[src/rtl/maze_render_pkg.sv]
// Shared definitions for the maze tile renderer: tile types, colour map,
// engine state encoding and a width helper usable in parameter expressions.
package maze_render_pkg;

   localparam logic [2:0] TILE_PATH  = 3'd0;
   localparam logic [2:0] TILE_WALL  = 3'd1;
   localparam logic [2:0] TILE_START = 3'd2;
   localparam logic [2:0] TILE_GOAL  = 3'd3;

   typedef enum logic [2:0] {
      ST_IDLE,
      ST_ADDR,
      ST_LATCH,
      ST_PIX,
      ST_DONE
   } state_e;

   // Never returns 0 so degenerate sizes still give a legal vector width.
   function automatic int clog2(input int v);
      int r;
      r = 1;
      for (int i = 1; i < 31; i++) begin
         if ((1 << i) < v) r = i + 1;
      end
      return r;
   endfunction

   function automatic logic [2:0] tile_colour(input logic [2:0] tile);
      case (tile)
         TILE_PATH:  return 3'b110;
         TILE_WALL:  return 3'b101;
         TILE_START: return 3'b001;
         TILE_GOAL:  return 3'b010;
         default:    return 3'b000;
      endcase
   endfunction

endpackage

[src/rtl/tile_pixel_counter.sv]
// Walks the TILE_PX x TILE_PX pixel offsets of one tile, px fastest.
module tile_pixel_counter
   import maze_render_pkg::*;
#(
   parameter  int TILE_PX = 4,
   localparam int PW      = clog2(TILE_PX)
) (
   input  logic          clk,
   input  logic          srst,
   input  logic          start,
   input  logic          advance,
   output logic [PW-1:0] px,
   output logic [PW-1:0] py,
   output logic          last
);

   logic [PW-1:0] px_q;
   logic [PW-1:0] py_q;
   logic          px_end;
   logic          py_end;

   assign px_end = (32'(px_q) == TILE_PX - 1);
   assign py_end = (32'(py_q) == TILE_PX - 1);
   assign px     = px_q;
   assign py     = py_q;
   assign last   = px_end && py_end;

   always_ff @(posedge clk) begin
      if (srst || start) begin
         px_q <= '0;
         py_q <= '0;
      end else if (advance) begin
         if (px_end) begin
            px_q <= '0;
            py_q <= py_end ? '0 : py_q + PW'(1);
         end else begin
            px_q <= px_q + PW'(1);
         end
      end
   end

endmodule

[src/rtl/maze_tile_renderer.sv]
// Arbitrated tile renderer: one full-maze redraw channel plus per-player box
// channels, merged into a single registered VGA pixel stream.
module maze_tile_renderer
   import maze_render_pkg::*;
#(
   parameter  int GRID_W      = 32,
   parameter  int GRID_H      = 32,
   parameter  int TILE_PX     = 4,
   parameter  int NUM_PLAYERS = 2,
   parameter  int CLR_W       = 3,
   parameter  int X_W         = 9,
   parameter  int Y_W         = 9,
   localparam int CW          = clog2(GRID_W),
   localparam int RW          = clog2(GRID_H),
   localparam int ADDR_W      = RW + CW,
   localparam int ID_W        = clog2(NUM_PLAYERS + 1),
   localparam int PTR_W       = clog2(NUM_PLAYERS),
   localparam int PW          = clog2(TILE_PX)
) (
   input  logic                         CLOCK_50,
   input  logic                         reset,
   input  logic                         maze_req,
   output logic                         maze_ack,
   input  logic [NUM_PLAYERS-1:0]       box_req,
   input  logic [NUM_PLAYERS-1:0]       box_erase,
   input  logic [NUM_PLAYERS*CW-1:0]    box_x,
   input  logic [NUM_PLAYERS*RW-1:0]    box_y,
   input  logic [NUM_PLAYERS*CLR_W-1:0] player_clr,
   output logic [NUM_PLAYERS-1:0]       box_ack,
   output logic                         done,
   output logic [ID_W-1:0]              done_id,
   output logic                         busy,
   output logic [ADDR_W-1:0]            mem_addr,
   input  logic [2:0]                   mem_q,
   output logic [X_W-1:0]               vga_x,
   output logic [Y_W-1:0]               vga_y,
   output logic [CLR_W-1:0]             vga_colour,
   output logic                         vga_plot
);

   state_e             state_q;
   logic [PTR_W-1:0]   ptr_q;
   logic [PTR_W-1:0]   ptr_d;
   logic               job_maze_q;
   logic               job_erase_q;
   logic [CLR_W-1:0]   job_clr_q;
   logic [CW-1:0]      col_q;
   logic [CW-1:0]      col_d;
   logic [RW-1:0]      row_q;
   logic [RW-1:0]      row_d;
   logic [ID_W-1:0]    id_q;
   logic [X_W-1:0]     vga_x_q;
   logic [Y_W-1:0]     vga_y_q;
   logic [CLR_W-1:0]   vga_colour_q;
   logic               vga_plot_q;

   logic               grant_maze;
   logic               grant_box;
   logic [PTR_W-1:0]   grant_idx;
   int                 scan_idx;
   logic               out_of_range;
   logic               last_cell;
   logic [X_W-1:0]     base_x;
   logic [Y_W-1:0]     base_y;
   logic [PW-1:0]      px;
   logic [PW-1:0]      py;
   logic               px_end;
   logic               pix_last;

   // Maze redraw always wins; boxes are scanned round-robin from ptr_q.
   always_comb begin
      grant_maze = 1'b0;
      grant_box  = 1'b0;
      grant_idx  = '0;
      scan_idx   = 0;
      if (!reset && state_q == ST_IDLE) begin
         if (maze_req) begin
            grant_maze = 1'b1;
         end else begin
            for (int k = 0; k < NUM_PLAYERS; k++) begin
               scan_idx = 32'(ptr_q) + k;
               if (scan_idx >= NUM_PLAYERS) scan_idx = scan_idx - NUM_PLAYERS;
               if (!grant_box && box_req[scan_idx]) begin
                  grant_box = 1'b1;
                  grant_idx = PTR_W'(scan_idx);
               end
            end
         end
      end
   end

   for (genvar gi = 0; gi < NUM_PLAYERS; gi++) begin : g_ack
      assign box_ack[gi] = grant_box && (32'(grant_idx) == gi);
   end

   assign ptr_d = (32'(grant_idx) == NUM_PLAYERS - 1) ? '0 : grant_idx + PTR_W'(1);

   always_comb begin
      col_d = col_q + CW'(1);
      row_d = row_q;
      if (32'(col_q) == GRID_W - 1) begin
         col_d = '0;
         row_d = row_q + RW'(1);
      end
   end

   assign last_cell    = (32'(col_q) == GRID_W - 1) && (32'(row_q) == GRID_H - 1);
   assign out_of_range = (32'(col_q) >= GRID_W) || (32'(row_q) >= GRID_H);
   assign base_x       = X_W'(32'(col_q) * 32'(TILE_PX));
   assign base_y       = Y_W'(32'(row_q) * 32'(TILE_PX));
   assign px_end       = (32'(px) == TILE_PX - 1);

   tile_pixel_counter #(
      .TILE_PX (TILE_PX)
   ) u_pix (
      .clk     (CLOCK_50),
      .srst    (reset),
      .start   (state_q == ST_LATCH),
      .advance (state_q == ST_PIX && !pix_last),
      .px      (px),
      .py      (py),
      .last    (pix_last)
   );

   always_ff @(posedge CLOCK_50) begin
      if (reset) begin
         state_q      <= ST_IDLE;
         ptr_q        <= '0;
         job_maze_q   <= 1'b0;
         job_erase_q  <= 1'b0;
         job_clr_q    <= '0;
         col_q        <= '0;
         row_q        <= '0;
         id_q         <= '0;
         vga_x_q      <= '0;
         vga_y_q      <= '0;
         vga_colour_q <= '0;
         vga_plot_q   <= 1'b0;
      end else begin
         case (state_q)
            ST_IDLE: begin
               if (grant_maze) begin
                  state_q     <= ST_ADDR;
                  job_maze_q  <= 1'b1;
                  job_erase_q <= 1'b0;
                  job_clr_q   <= '0;
                  col_q       <= '0;
                  row_q       <= '0;
                  id_q        <= '0;
               end else if (grant_box) begin
                  state_q     <= ST_ADDR;
                  job_maze_q  <= 1'b0;
                  job_erase_q <= box_erase[grant_idx];
                  job_clr_q   <= player_clr[32'(grant_idx)*CLR_W +: CLR_W];
                  col_q       <= box_x[32'(grant_idx)*CW +: CW];
                  row_q       <= box_y[32'(grant_idx)*RW +: RW];
                  id_q        <= ID_W'(32'(grant_idx) + 1);
                  ptr_q       <= ptr_d;
               end
            end
            ST_ADDR: begin
               state_q <= (!job_maze_q && out_of_range) ? ST_DONE : ST_LATCH;
            end
            ST_LATCH: begin
               // mem_q now holds the tile addressed during ST_ADDR.
               vga_x_q      <= base_x;
               vga_y_q      <= base_y;
               vga_colour_q <= (job_maze_q || job_erase_q) ? CLR_W'(tile_colour(mem_q)) : job_clr_q;
               vga_plot_q   <= 1'b1;
               state_q      <= ST_PIX;
            end
            ST_PIX: begin
               if (!pix_last) begin
                  if (px_end) begin
                     vga_x_q <= base_x;
                     vga_y_q <= base_y + Y_W'(py) + Y_W'(1);
                  end else begin
                     vga_x_q <= base_x + X_W'(px) + X_W'(1);
                  end
               end else begin
                  vga_plot_q <= 1'b0;
                  if (job_maze_q && !last_cell) begin
                     col_q   <= col_d;
                     row_q   <= row_d;
                     state_q <= ST_ADDR;
                  end else begin
                     state_q <= ST_DONE;
                  end
               end
            end
            ST_DONE: state_q <= ST_IDLE;
            default: state_q <= ST_IDLE;
         endcase
      end
   end

   assign maze_ack   = grant_maze;
   assign busy       = (state_q != ST_IDLE) || grant_maze || grant_box;
   assign done       = (state_q == ST_DONE);
   assign done_id    = done ? id_q : '0;
   assign mem_addr   = {row_q, col_q};
   assign vga_x      = vga_x_q;
   assign vga_y      = vga_y_q;
   assign vga_colour = vga_colour_q;
   assign vga_plot   = vga_plot_q;

endmodule

[config.mk]
export PLATFORM = sky130hd
export DESIGN_NAME = maze_tile_renderer
export DESIGN_NICKNAME = d
export VERILOG_FILES = /design/src/rtl/maze_render_pkg.sv /design/src/rtl/tile_pixel_counter.sv /design/src/rtl/maze_tile_renderer.sv
export SDC_FILE = /design/constraint.sdc
export NUM_CORES = 1
export LEC_CHECK = 0
export CAP_MARGIN = 20
export CORE_AREA = 5 5 101 79
export CTS_CLUSTER_DIAMETER = 60
export DETAILED_ROUTE_END_ITERATION = 16
export DIE_AREA = 0 0 106 84
export MAX_ROUTING_LAYER = met4
export SKIP_CTS_REPAIR_TIMING = 1
export SLEW_MARGIN = 20
export SYNTH_ARGS = -nofsm -noshare
export SYNTH_HDL_FRONTEND = slang
export SYNTH_SLANG_ARGS = --single-unit
[constraint.sdc]
create_clock -name CLOCK_50 -period 2.45 [get_ports CLOCK_50]
set_clock_uncertainty 0.15 [all_clocks]
set_input_delay 0.3675 -clock CLOCK_50 [delete_from_list [all_inputs] [get_ports CLOCK_50]]
set_output_delay 0.3675 -clock CLOCK_50 [all_outputs]
set_load 0.05 [all_outputs]
After elaboration in Yosys (flattened, before gate mapping)
Cells that the tools add are included.

word-level totals
  bits in registers = 47
  input bits = 36
  output and inout bits = 39
  word-level logic and storage cells = 152

operators by class
  add/subtract/negate cells = 13
  multipliers = 2
  magnitude comparators = 5
  equal/unequal tests = 17
  shift-type cells = 3
  mux-type cells = 65
  bitwise logic cells = 2
  reduce and logical (&&, ||, !) cells = 31

operators with widths
  cell                                                         count
  2-to-1 mux 32 bit                                            6
  less-than comparator 32 x 3 -> 1 bit, second input constant  2
  2-to-1 mux 5 bit                                             10
  2-to-1 mux 9 bit                                             4
  case mux 9 bit (2 select lines)                              2
  2-to-1 mux 1 bit                                             26
  case mux 3 bit (4 select lines)                              2
  2-to-1 mux 3 bit                                             7
  case mux 5 bit (2 select lines)                              2
  variable part select 10 x 5 -> 5 bit                         2
  adder 8 x 1 -> 9 bit, second input constant                  2
  adder 7 x 2 -> 8 bit                                         2
  equality test 3 x 2 -> 1 bit, second input constant          4
  adder 5 x 1 -> 5 bit, second input constant                  2
  equality test 5 bit, second input constant                   2
  2-to-1 mux 2 bit                                             5
  AND reduction 2 bit                                          5
  logical AND 1 bit                                            8
  equality test 3 x 1 -> 1 bit, second input constant          2
  zero test 3 bit                                              2
  inequality test 2 bit, second input constant                 3
  AND reduction 3 bit                                          2
  nonzero test 2 bit                                           3
  variable part select 6 x 4 -> 3 bit                          1
  other kinds (21)                                             32

Logic depth before layout (Yosys ltp)
Gate-level depths: netlist of run 1.

  depth after elaboration = 20
  mapped depth = 8
  depth with buffers taken out = 8

Modules after synthesis
A second synthesis of run 1 with hierarchy kept.

second synthesis, totals
  cells, all modules = 296
  area total of the unflattened synthesis = 2511.2 sq um

by module, submodules not included
  module              times used  cells each  area an instance (sq um)  sequential area each (sq um)
  maze_tile_renderer  1           277         2309.7                    820.8
  tile_pixel_counter  1           19          201.4                     80.1

Worst setup path after synthesis of run 1
Ideal clock, no wire load.

  path kind = register to register
  start = reg col_q[0]
  end = reg row_q[3]
  arrival = 2.365 ns
  data required time = 2.162 ns
  setup slack = -0.204 ns
  stages on the path, launching flop included = 9
  path buffers = 0
  period minus slack after synthesis = 2.654 ns
  cell sequence = dfxtp_1 > ha_1 > and3_1 > ha_1 > a21boi_0 > nor3b_2 > o22ai_2 > a311oi_1 > a2111oi_2

between the ends
  longest elaborated chain between the ends = 6
  elaborated cells on any way between the ends = 7
  those cells by class = eq/ne: 3; reduce/logical: 4

ends and longest elaborated chain
  element                                          line                                                  RTL
  from (decl)                                      maze_tile_renderer.sv:47                              logic [CW-1:0] col_q;
  from (signal assigned)                           maze_tile_renderer.sv:155                             col_q <= box_x[32'(grant_idx)*CW +: CW];
  from (signal assigned)                           maze_tile_renderer.sv:183                             col_q <= col_d;
  equality test 5 bit *                            maze_tile_renderer.sv:101, maze_tile_renderer.sv:107
  logical AND 1 bit                                maze_tile_renderer.sv:107                             assign last_cell = (32'(col_q) == GRID_W - 1) && (32'(row_q) == GRID_H - 1);
  zero test 1 bit                                  maze_tile_renderer.sv:182                             if (job_maze_q && !last_cell) begin
  logical AND 1 bit                                maze_tile_renderer.sv:182
  inequality test 2 x 1 -> 1 bit (no source line)  n/a
  AND reduction 5 bit (no source line) *           n/a
  to (signal assigned)                             maze_tile_renderer.sv:156                             row_q <= box_y[32'(grant_idx)*RW +: RW];
  to (signal assigned)                             maze_tile_renderer.sv:184                             row_q <= row_d;
  to (decl)                                        maze_tile_renderer.sv:49                              logic [RW-1:0] row_q;

Mark *: on every way between the ends. The rest lies on a longest branch, timed or not.
A chain may end at the register's enable or synchronous reset.

Final worst setup path of run 1
  start = reg state_q[0]
  end = out box_ack[1]

between the ends
  longest elaborated chain between the ends = 4
  elaborated cells on any way between the ends = 5
  those cells by class = mux: 2; reduce/logical: 3

ends and longest elaborated chain
  element                 line                       RTL
  from (decl)             maze_tile_renderer.sv:41   state_e state_q;
  from (signal assigned)  maze_tile_renderer.sv:162  state_q <= (!job_maze_q && out_of_range) ? ST_DONE : ST_LATCH;
  zero test 3 bit *       maze_tile_renderer.sv:76   if (!reset && state_q == ST_IDLE) begin
  logical AND 1 bit *     maze_tile_renderer.sv:76
  2-to-1 mux 1 bit        maze_tile_renderer.sv:76
  logical AND 1 bit *     maze_tile_renderer.sv:93   assign box_ack[gi] = grant_box && (32'(grant_idx) == gi);
  to (decl)               maze_tile_renderer.sv:29   output logic [NUM_PLAYERS-1:0] box_ack,

Marks and branches as above.

==> qor.yml, run 1 <==
floorplanning:
  pin_count: 75
  core.rowCount: 27
  initial_utilization: 0.334
  die_h_um: 84
  die_w_um: 106
  core_area_sq_um: 7030
  die_area_sq_um: 8900
yosys:
  ys_types: 56
  synth_edf_count: 0
  ys_warn_count: 0
  synth-compound-area-share: 0.241
  syn_area_per_cell_sq_um: 8.43
  synth.area.mux_share: 0.00854
  synth_xor_area_frac: 0.0262
  yosys.area_share.simple: 0.258
  ys_ff_latch: 45
  synth_top_family_by_area: "simple AND/OR/NAND/NOR gates"
  synthAdderAreaFrac: 0.0320
  synth_area_sq_um: 2340
  syn_inst: 278
  ys_seq_area_frac: 0.384
  postSynth.asyncResetShare: 0
  yosys_most_used_dff: "dfxtp_1"
cells_and_area:
  fin_nets: 408
  multi_input_area_sq_um: 1350
  register_area_sq_um: 908
  syn2layout_area_growth_pct: 46.5
  drive_gt1_frac: 0.166
  instances_no_fill: 454
  postLayoutCellArea_sq_um: 3430
  n_fill_cell: 697
  n_antenna_cell: 0
  final_util: 0.489
global_route:
  grt_usage: 0.166
  grt_pass1_wl_um: 11800
  grt_max_degree: 38
  antenna_found_initial: 0
  grt_overflow: 0
  grt_pass1_vias: 2360
drt:
  drt_iter0_markers: 129
  viasPerCell: 5.40
  drtPass1Iterations: 4
  wl_um: 7100
  drt_drc_violations_left: 0
  ant_nets: 0
  vias: 2450
  wl_per_cell_um: 15.6
timing:
  holdWs_ns: 0.305
  max-slew-margin-rel: 0.660
  min_period_ns: 2.36
  final-hold-violation-count: 0
  setup_slack_ns: 0.0921
  worst_pin_slew_ns: 0.509
  rsz0062_at_grt: "true"
  max_freq_ghz: 0.424
  finalCritPeriodShare: 0.962
  finalMaxSlewViolations: 0
  fin_tns_setup_ns: 0
  setup_viol: 0
clock_network:
  numCtsBuffers: 5
  path_clk_slew_ns: 0.08
  cts-root-buf: "clkbuf_8"
  clock_sinks: 45
  cts_tree: "done"
  insertion_delay_ns: 0.30
  clock_path_buffers: 2
  htreeDepth: 2
place:
  placedCellCount: 446
  dp_slack_ns: 0.0860
  dpl_cell_area_sq_um: 3330
  io_buffers: 72
  dp_hpwl_um: 5470
  gp_congestion: 0.909
run_status:
  status: "finished, final reports clean"
critical_path:
  crit_chain: "buf_4 > nor4_4 > and4_4 > buf_4 > buf_12"
  cp_max_fo: 8
  worstSetupStartpointType: "register"
  slowest_delay_ns: 0.40
  cp_num_buf_inv: 3
  worst_path_dominant_cell_family: "simple AND/OR/NAND/NOR gates"
  crit_top_cell: "buf_4"
  critPathSlowestCell: "dfxtp_1"
  end_kind: "primary output"
  worstPathArrival_ns: 1.84
  worstPathRequired_ns: 1.93
  crit_type: "reg2out"
pwr:
  finalPower_mw: 1.82
  p_per_area_nw_per_um2: 531
  peakVddDrop_v: 0.000216
  leakagePower_nw: 1.31
hold_path:
  hold_class: "reg2reg"
job:
  drv_cap: 0
==> layer usage <==
layer  up-vias  share of wire  global-route usage
met5         -              0                   -
met2        93           0.42               0.232
met4         0         0.0056              0.0306
li1       1212              -                   -
met3         8          0.074              0.0379
met1      1137           0.50               0.243
==> worst paths after layout <==
check               start           end  slack (ns)  cells after the start
max            state_q[0]    box_ack[1]        0.09                      5
min          job_clr_q[0]  job_clr_q[0]        0.31                      2
max reg2reg      col_q[0]      row_q[3]        0.09                      8
min reg2reg  job_clr_q[0]  job_clr_q[0]        0.31                      2
==> tightest hold or removal path, cell delays in order, from the launching register on <==
cell and delay [ns]:
dfxtp_1 0.32, nand2_1 0.05, a21oi_1 0.05
==> logic make-up (layout without fill, tap and decap cells) <==
kind of cell | after synthesis | count (layout)
simple gates | 112 | 112
compound gates | 82 | 82
flops | 45 | 45
buf+inv | 23 | 111
xor+xnor | 7 | 7
fa+ha+maj | 6 | 6
mux | 2 | 2
other cells | 1 | 2
==> cells in the mapped netlist (2+ instances only) <==
cell,instances,share of area
nor2_1,27,0.043
o31ai_1,4,0.013
buf_4,2,0.0064
dfxtp_1,45,0.38
o211ai_1,3,0.0096
xor2_1,2,0.0075
a221oi_1,3,0.011
a32o_1,2,0.0085
a31oi_1,2,0.0053
nor4_4,2,0.018
a21oi_1,24,0.051
mux2i_1,2,0.0085
a22oi_1,6,0.019
a22o_1,2,0.0075
nand2b_1,4,0.011
xnor2_1,5,0.019
nor3_1,13,0.028
a21o_1,2,0.0064
o21ai_0,11,0.023
inv_1,4,0.0064
nand2_1,26,0.042
a31o_2,2,0.0075
buf_6,2,0.0096
ha_1,6,0.032
and3_1,7,0.019
nor4b_1,2,0.0075
buf_2,3,0.0064
a211oi_1,6,0.019
nand3_1,10,0.021
and2_1,2,0.0053
nand3b_1,3,0.0096
or4_1,3,0.0096
clkbuf_1,12,0.019
a222oi_1,3,0.013
nor4_1,5,0.013
==> cell usage in the layout, fill, tap and decap left out, types with 3 or more instances in the layout <==
cell             instances
a211oi_1                 6
a21oi_1                 24
a221oi_1                 3
a222oi_1                 3
a22oi_1                  6
and3_1                   7
buf_12                   4
buf_4                   30
clkbuf_8                 6
clkdlybuf4s50_1         65
dfxtp_1                 39
dfxtp_2                  6
ha_1                     6
inv_1                    4
nand2_1                 26
nand2b_1                 4
nand3_1                 10
nand3b_1                 3
nor2_1                  27
nor3_1                  13
nor4_1                   5
o211ai_1                 3
o21ai_0                 11
o31ai_1                  4
or4_1                    3
xnor2_1                  5
==> area by class of cell <==
class                   count  share of cell area
clock buffers               6              0.0241
well taps                  87              0.0317
multi-input cells         211               0.393
clock inverters             2             0.00401
inverters                   4             0.00437
repair buffers             99               0.278
flip-flops and latches     45               0.265
==> power breakdown <==
part           internal, mW  switching, mW
registers             0.772         0.0320
clock network         0.229          0.256
logic                 0.223          0.310
total                  1.22          0.598
==> flip-flops by register name, indices dropped and copies added (netlist names) <==
signal       count
col_q            5
id_q             2
job_clr_q        3
job_erase_q      1
job_maze_q       1
ptr_q            1
row_q            5
state_q          3
u_pix.px         2
u_pix.py         2
vga_colour       3
vga_plot         1
vga_x            8
vga_y            8
Note: power is estimated with default switching activity, not from simulation.
==> run 2, diff against run 1 <==
--- a/config.mk
+++ b/config.mk
@@ -12,6 +12,7 @@
 export DIE_AREA = 0 0 106 84
 export MAX_ROUTING_LAYER = met4
 export SKIP_CTS_REPAIR_TIMING = 1
+export SKIP_LAST_GASP = 1
 export SLEW_MARGIN = 20
 export SYNTH_ARGS = -nofsm -noshare
 export SYNTH_HDL_FRONTEND = slang
==> results of run 2 <==
The final DEF is identical to that of run 1; final timing and power are the same.
